==> src/rtl/riscv_pkg.sv <==
// riscv_pkg: FSM state encoding shared by the data-memory controller and CPU opcode constants.
package riscv_pkg;
  typedef enum logic [1:0] {IDLE, WAITS, ACCESS, RESP} state_t;
  localparam logic [6:0] LW  = 7'b0000011;
  localparam logic [6:0] S_I = 7'b0100011;
endpackage

==> src/rtl/dmem_array.sv <==
// dmem_array: M x REG_WIDTH storage, synchronous write, registered read, no reset.
module dmem_array #(
  parameter int M         = 100,
  parameter int REG_WIDTH = 32,
  parameter int AW        = 7
) (
  input  logic                 i_clk,
  input  logic                 i_we,
  input  logic                 i_re,
  input  logic [AW-1:0]        i_addr,
  input  logic [REG_WIDTH-1:0] i_wdata,
  output logic [REG_WIDTH-1:0] o_rdata
);
  logic [REG_WIDTH-1:0] r_mem [M];
  always_ff @(posedge i_clk) begin
    if (i_we) r_mem[i_addr] <= i_wdata;
    if (i_re) o_rdata <= r_mem[i_addr];
  end
endmodule

==> src/rtl/dmem_ctrl.sv <==
// dmem_ctrl: wait-stated load/store controller in front of dmem_array.
// Define DMEM_BOUNDS_CHECK_EN to fault misaligned or out-of-range accesses.
module dmem_ctrl
  import riscv_pkg::*;
#(
  parameter int M         = 100,
  parameter int REG_WIDTH = 32,
  parameter int WAIT      = 2
) (
  input  logic                 CLOCK_50,
  input  logic                 rst,
  input  logic                 req,
  input  logic                 we,
  input  logic [31:0]          addr,
  input  logic [REG_WIDTH-1:0] wdata,
  output logic                 ready,
  output logic                 done,
  output logic [REG_WIDTH-1:0] rdata,
  output logic                 err,
  output logic [31:0]          access_count
);
  localparam int AW = M > 1 ? $clog2(M) : 1;
  localparam int CW = WAIT > 1 ? $clog2(WAIT) : 1;
  state_t               r_state, w_next;
  logic [CW-1:0]        r_cnt;
  logic                 r_we;
  logic [31:0]          r_addr;
  logic [REG_WIDTH-1:0] r_wdata, r_rdata, w_q;
  logic                 w_fault;
`ifdef DMEM_BOUNDS_CHECK_EN
  assign w_fault = (r_addr[1:0] != 2'b00) || ({2'b00, r_addr[31:2]} >= 32'(M));
`else
  logic w_unused;
  assign w_fault  = 1'b0;
  assign w_unused = ^{r_addr[1:0], r_addr[31:AW+2]};
`endif
  assign ready = r_state == IDLE;
  assign done  = r_state == RESP;
  assign err   = done & w_fault;
  assign rdata = done ? ((r_we || w_fault) ? '0 : w_q) : r_rdata;
  always_comb begin
    w_next = r_state;
    case (r_state)
      IDLE:    if (req) w_next = (WAIT > 0) ? WAITS : ACCESS;
      WAITS:   if (r_cnt == '0) w_next = ACCESS;
      ACCESS:  w_next = RESP;
      default: w_next = IDLE;
    endcase
  end
  always_ff @(posedge CLOCK_50 or negedge rst) begin
    if (!rst) begin
      r_state      <= IDLE;
      r_cnt        <= '0;
      r_rdata      <= '0;
      access_count <= '0;
    end else begin
      r_state <= w_next;
      if (r_state == IDLE && req) r_cnt <= CW'(WAIT > 0 ? WAIT - 1 : 0);
      else if (r_state == WAITS && r_cnt != '0) r_cnt <= r_cnt - 1'b1;
      if (done) begin
        r_rdata      <= rdata;
        access_count <= access_count + 32'd1;
      end
    end
  end
  // request fields are captured once on accept and held for the whole access
  always_ff @(posedge CLOCK_50) begin
    if (ready && req) begin
      r_we    <= we;
      r_addr  <= addr;
      r_wdata <= wdata;
    end
  end
  dmem_array #(.M(M), .REG_WIDTH(REG_WIDTH), .AW(AW)) u_array (
    .i_clk   (CLOCK_50),
    .i_we    (r_state == ACCESS && r_we && !w_fault),
    .i_re    (r_state == ACCESS && !r_we && !w_fault),
    .i_addr  (r_addr[AW+1:2]),
    .i_wdata (r_wdata),
    .o_rdata (w_q)
  );
endmodule

==> config.mk <==
export PLATFORM = sky130hd
export DESIGN_NAME = dmem_ctrl
export DESIGN_NICKNAME = d
export VERILOG_FILES = /design/src/rtl/riscv_pkg.sv /design/src/rtl/dmem_array.sv /design/src/rtl/dmem_ctrl.sv
export SDC_FILE = /design/constraint.sdc
export NUM_CORES = 2
export LEC_CHECK = 0
export BUFFER_PORTS_ARGS = -buffer_cell sky130_fd_sc_hd__buf_4
export CAP_MARGIN = 20
export CORE_MARGIN = 8
export CORE_UTILIZATION = 25
export DETAILED_ROUTE_END_ITERATION = 6
export SYNTH_ARGS = -nofsm -noshare
export SYNTH_HDL_FRONTEND = slang
export SYNTH_HIERARCHICAL = 1
export SYNTH_SLANG_ARGS = --single-unit
export TNS_END_PERCENT = 100
==> constraint.sdc <==
create_clock -name CLOCK_50 -period 4.3 [get_ports CLOCK_50]
set_clock_uncertainty 0.1 [all_clocks]
set_input_delay 0.43 -clock CLOCK_50 [delete_from_list [all_inputs] [get_ports CLOCK_50]]
set_output_delay 0.43 -clock CLOCK_50 [all_outputs]
set_load 0.02 [all_outputs]
# Word-level counts from Yosys, hierarchy flattened
# Memories as Yosys holds them, arrays and structs flattened. A register that Yosys moved wholly into a read port is not among the register bits.
# Cells that the tools add are included.
[word_totals] regBits=109 n_memories=1 elab_cells=32 in_bits=68 out_inout_bits=67 ram_bits=3200
[mem_list] memory="u_array.r_mem" depth=100 word_bits=32 rd=1 rd_clocked_by_memory_dff=1 write_ports=1 line="dmem_array.sv:14" source="logic [REG_WIDTH-1:0] r_mem [M];"
[op_classes] reduce_logical=8 n_addsub=2 n_eq_ne=5 n_mux=9
[op_table] cell="$mux 32" n=2
[op_table] cell="$add 32x1->32 const B" n=1
[op_table] cell="$pmux 2 s3" n=1
[op_table] cell="$eq 2x2->1 const B" n=2
[op_table] cell="$logic_and 1x1->1" n=4
[op_table] cell="$mux 1" n=4
[op_table] cell="$mux 2" n=2
[op_table] cell="$ne 2x2->1 const B" n=2
[op_table] cell="$eq 2x1->1 const B" n=1
[op_table] cell="$logic_not 2->1" n=1
[op_table] cell="$reduce_and 2->1" n=1
[op_table] cell="$reduce_bool 2->1" n=1
[op_table] cell="$logic_not 1->1" n=1
[op_table] cell="$sub 1x1->1 const B" n=1

# Logic depth before layout (Yosys ltp)
[logic_depth] ltp_word=4 ltp_mapped=13 ltp_nobuf=7

# Cells and area by module
# Netlist, hierarchy kept.
[modules_own_cells] mod="dmem_array" area_per_inst_um2=123597.3 cells_each=7033 seq_area_each_um2=97053.1 n_inst=1
[modules_own_cells] mod="dmem_ctrl" area_per_inst_um2=4335.4 cells_each=360 seq_area_each_um2=2877.8 n_inst=1

# Worst setup path before layout
# No wires, ideal clock.
[synth_path] path_type="reg-to-reg" from="register r_addr[4]" to="memory u_array.r_mem[96][0], enable pin" setup_time_ps=461 slack_ps=-84 arrival_time_ps=3823 stages_incl_launch_ff=10 synth_period_minus_slack_ps=4384 t_required_ps=3739 cell_sequence="edfxtp_1 buf_6 buf_6 buf_6 buf_4 buf_4 buf_2 nor2b_1 nand2_1 nor3_1"
[synth_rtl] item="start, declared" line="dmem_ctrl.sv:27" source="logic [31:0] r_addr;"
[synth_rtl] item="start signal, assigned" line="dmem_ctrl.sv:70" source="r_addr <= addr;"
[synth_rtl] item="end, declared" line="dmem_array.sv:14"
# Straight into the memory's write port.

==> impl_metrics.csv <==
group,metric,value,unit
status,status,"finished, final reports clean",
layout,n_fill_cell,49797,
synthesis,netlist_area,128000,um^2
power_and_ir_drop,swShare,28.9,%
synthesis,synthTopCellsByArea,"edfxtp_1 (77%), a221oi_1 (5.0%), mux2i_1 (1.5%)",
global_routing,grt_pass1_vias,73979,
worst_setup_path,endpoint_kind,"flop",
global_routing,grt_max_degree,125,
worst_setup_path,r2r_slack,0.30,ns
layout,finalInstanceArea,153000,um^2
clock_network,ctsRootBufferMaster,"clkbuf_16",
run,cap_violations,0,
synthesis,yosys_warnings,6,
clock_network,numCtsBuffers,353,
sta,period_minus_slack,4.00,ns
floorplanning,die_y,731,um
sta,setup_violations,0,
worst_setup_path,r2r_cells,12,
power_and_ir_drop,power.density,536,nW/um^2
floorplanning,initial_core_util,25.1,%
synthesis,ys_ff_latch,3339,
synthesis,synth_top_flop_cell,"edfxtp_1",
clock_network,htree_levels,5,
clock_network,cts_sinks,3339,
sta,tightest_slew,1.31,ns
clock_network,post_cts_buffers,0,
floorplanning,dieArea,535000,um^2
detailed_routing,first_pass_iters,6,
floorplanning,die_x,731,um
worst_setup_path,cp_max_fo,65,
power_and_ir_drop,p_clk_share,36.3,%
synthesis,netlist.area_leader.share,76.8,%
sta,max_freq,250,MHz
power_and_ir_drop,power_frac_seq,45.9,%
global_routing,grt_use_total,15.9,%
worst_setup_path,crit_arrival,4.55,ns
power_and_ir_drop,p_int,0.0583,W
synthesis,synth_cells,7393,
synthesis,syn_area_per_cell,17.3,um^2
power_and_ir_drop,p_comb_share,17.8,%
synthesis,synth_edf_count,3272,
sta,fin_crit_sh,92.9,%
worst_setup_path,r2r-start,"r_addr[4]$_DFFE_PP_",
sta,slew_viol_final,0,
clock_network,insertion_delay,0.94,ns
sta,slew-limit-headroom,12.2,%
detailed_routing,drtIter0Drc,14103,
clock_network,cts.path.max_buffers,4,
placement,place_hpwl,261,mm
layout,instances_no_fill,14891,
placement,place_congestion,0.884,
synthesis,synth_cell_type_count,84,
worst_setup_path,worst-setup-path-type,"flop to flop",
power_and_ir_drop,switchingPower,0.0237,W
sta,rsz0062_at_grt,"no",
synthesis,post-synth-top-count-cell,"edfxtp_1",
layout,drive_gt1_share,18.3,%
placement,dp_cells,14203,
synthesis,synthArstFlopShare,2.01,%
global_routing,antenna_found_initial,61,
synthesis,synth_common_cells,"edfxtp_1 (3272), a221oi_1 (729), a21oi_1 (373)",
synthesis,yosysTopAreaCell,"edfxtp_1",
detailed_routing,wl,448,mm
synthesis,synth_seq_area_share,78.1,%
power_and_ir_drop,peakVddDrop,385,uV
placement,place_area,141000,um^2
synthesis,synth.net_count,7466,
clock_network,cts_tree,"yes",
floorplanning,pin_count,135,
layout,syn_to_final_growth,19.6,%
layout,fin_util,30.0,%
clock_network,clkTransAtPathRegs,0.06,ns
detailed_routing,via_per_inst,5.33,
sta,hold_viol,0,
power_and_ir_drop,p_leak,47.5,nW
worst_setup_path,critPathLaunchType,"flop",
detailed_routing,wl_per_cell,30.1,um
min_path,hold_path_class,"input pin to async pin",
detailed_routing,postRouteAntennaNets,0,
layout,layout.nets,7944,
sta,setup_tns,0,ns
global_routing,grt_pass1_wl,612,mm
placement,io_buffers,108,
worst_setup_path,critPathRequiredTime,4.86,ns
detailed_routing,route.detailed.drc,0,
detailed_routing,dr_total_vias,79387,
floorplanning,num_rows,262,
floorplanning,fp.coreArea,509000,um^2
global_routing,grt_overflow,0,
sta,whs,0.0384,ns
worst_setup_path,worst_r2r_endpoint,"u_array/o_rdata[21]$_DFFE_PP_",
## per-layer routing
metal / share of wire [%] / track usage (%) / wire length (um) / vias to the layer above
met5: 0.069 / 0 / 310 / -
met2: 43 / 23.7 / 194000 / 5740
met4: 4.6 / 6.29 / 20500 / 48
li1: - / - / - / 31718
met1: 39 / 21.8 / 174000 / 40971
met3: 13 / 4.59 / 59100 / 910
## worst max-delay path: stages, from the launching register on
cell	delay [ns]
edfxtp_1	0.39
buf_12	0.23
buf_12	0.33
buf_12	0.26
buf_12	0.35
mux2_2	0.39
a221oi_1	0.25
o221ai_1	0.16
o31ai_1	0.24
nor2_1	0.08
o21ai_1	0.47
buf_4	0.20
nand3_1	0.07
## power groups by stage
stage                     Sequential [W]  Clock (W)  Combinational [W]
final                             0.0376     0.0298             0.0146
after global routing              0.0376     0.0312             0.0150
after CTS                         0.0376     0.0301             0.0143
after detailed placement          0.0383          0             0.0142
after global placement            0.0383          0             0.0141
after floorplan                   0.0389          0            0.00618
## worst max-delay path by stage
stage / startpoint / end / slack (ns) / cells after the start
after global routing: r_addr[4]$_DFFE_PP_ / u_array/o_rdata[21]$_DFFE_PP_ / 0.23 / 12
after global placement: r_addr[4]$_DFFE_PP_ / u_array/o_rdata[10]$_DFFE_PP_ / 0.19 / 10
after floorplan: r_addr[4]$_DFFE_PP_ / u_array/r_mem[16][0]$_DFFE_PP_ / 0.58 / 10
final: r_addr[4]$_DFFE_PP_ / u_array/o_rdata[21]$_DFFE_PP_ / 0.30 / 12
after detailed placement: r_addr[4]$_DFFE_PP_ / u_array/o_rdata[10]$_DFFE_PP_ / 0.20 / 10
after CTS: r_addr[4]$_DFFE_PP_ / u_array/o_rdata[10]$_DFFE_PP_ / 0.19 / 10
## flip-flops by register name, indices dropped and copies added, names as in the netlist
| signal | flops |
|---|---|
| u_array/r_mem | 3200 |
| r_addr | 7 |
| access_count | 32 |
| r_cnt | 1 |
| r_we | 1 |
| r_rdata | 32 |
| r_state | 2 |
| r_wdata | 32 |
| u_array/o_rdata | 32 |
## kinds of logic after synthesis
group                      share of synthesized area (%)
buffers and inverters                               2.50
AOI/OAI and AO/OA                                   12.5
other                                            0.00293
xor gates and xnor gates                           0.212
and+or+nand+nor                                     2.86
adders and majority gates                         0.0489
DFF                                                 78.1
muxes                                               3.81
## placed cells by master, fill, tap and decap left out, types with 13 or more instances in the layout
master	instances
nand3_1	44
nor3_1	35
nand4_1	25
o21ai_0	263
nand2_1	274
mux2i_1	190
nor2b_1	14
buf_12	177
a31oi_1	37
o221ai_1	72
a222oi_1	16
a221o_1	34
mux4_2	63
nor2_1	222
clkbuf_16	360
bufinv_16	27
dfrtp_1	67
clkbuf_1	86
clkinv_2	56
diode_2	13
a22oi_1	248
a21oi_1	373
a221oi_1	729
edfxtp_1	3272
nor2_4	102
a22o_1	39
o22ai_1	145
dlygate4sd3_1	42
clkinv_1	71
buf_4	478
inv_1	41
o22a_1	40
mux2_2	129
o211ai_1	17
xnor2_1	22
a211oi_1	34
## metrics by stage
step / worst slack (ns) / power (W)
3_5_place_dp: 0.198 / 0.0525
3_3_place_gp: 0.193 / 0.0524
4_1_cts: 0.194 / 0.0819
5_1_grt: 0.228 / 0.0839
6_report: 0.304 / 0.0820
2_1_floorplan: 0.577 / 0.0450
## layout make-up
type | instances | area (um^2) | area share, %
Timing Repair Buffer | 703 | 7630 | 4.98
Sequential cell | 3339 | 99900 | 65.3
Clock inverter | 184 | 1770 | 1.16
Multi-Input combinational cell | 3427 | 25700 | 16.8
Tap cell | 6732 | 8420 | 5.50
Clock buffer | 446 | 9330 | 6.10
Antenna cell | 13 | 32.5 | 0.0213
Inverter | 47 | 199 | 0.130
## timing repair
item,CTS,global route
gates resized for setup,0,1
hold buffers,42,0
endpoints found under the setup margin,0,1
endpoints found under the hold margin,109,0
Note: power is estimated with default switching activity, not from simulation.
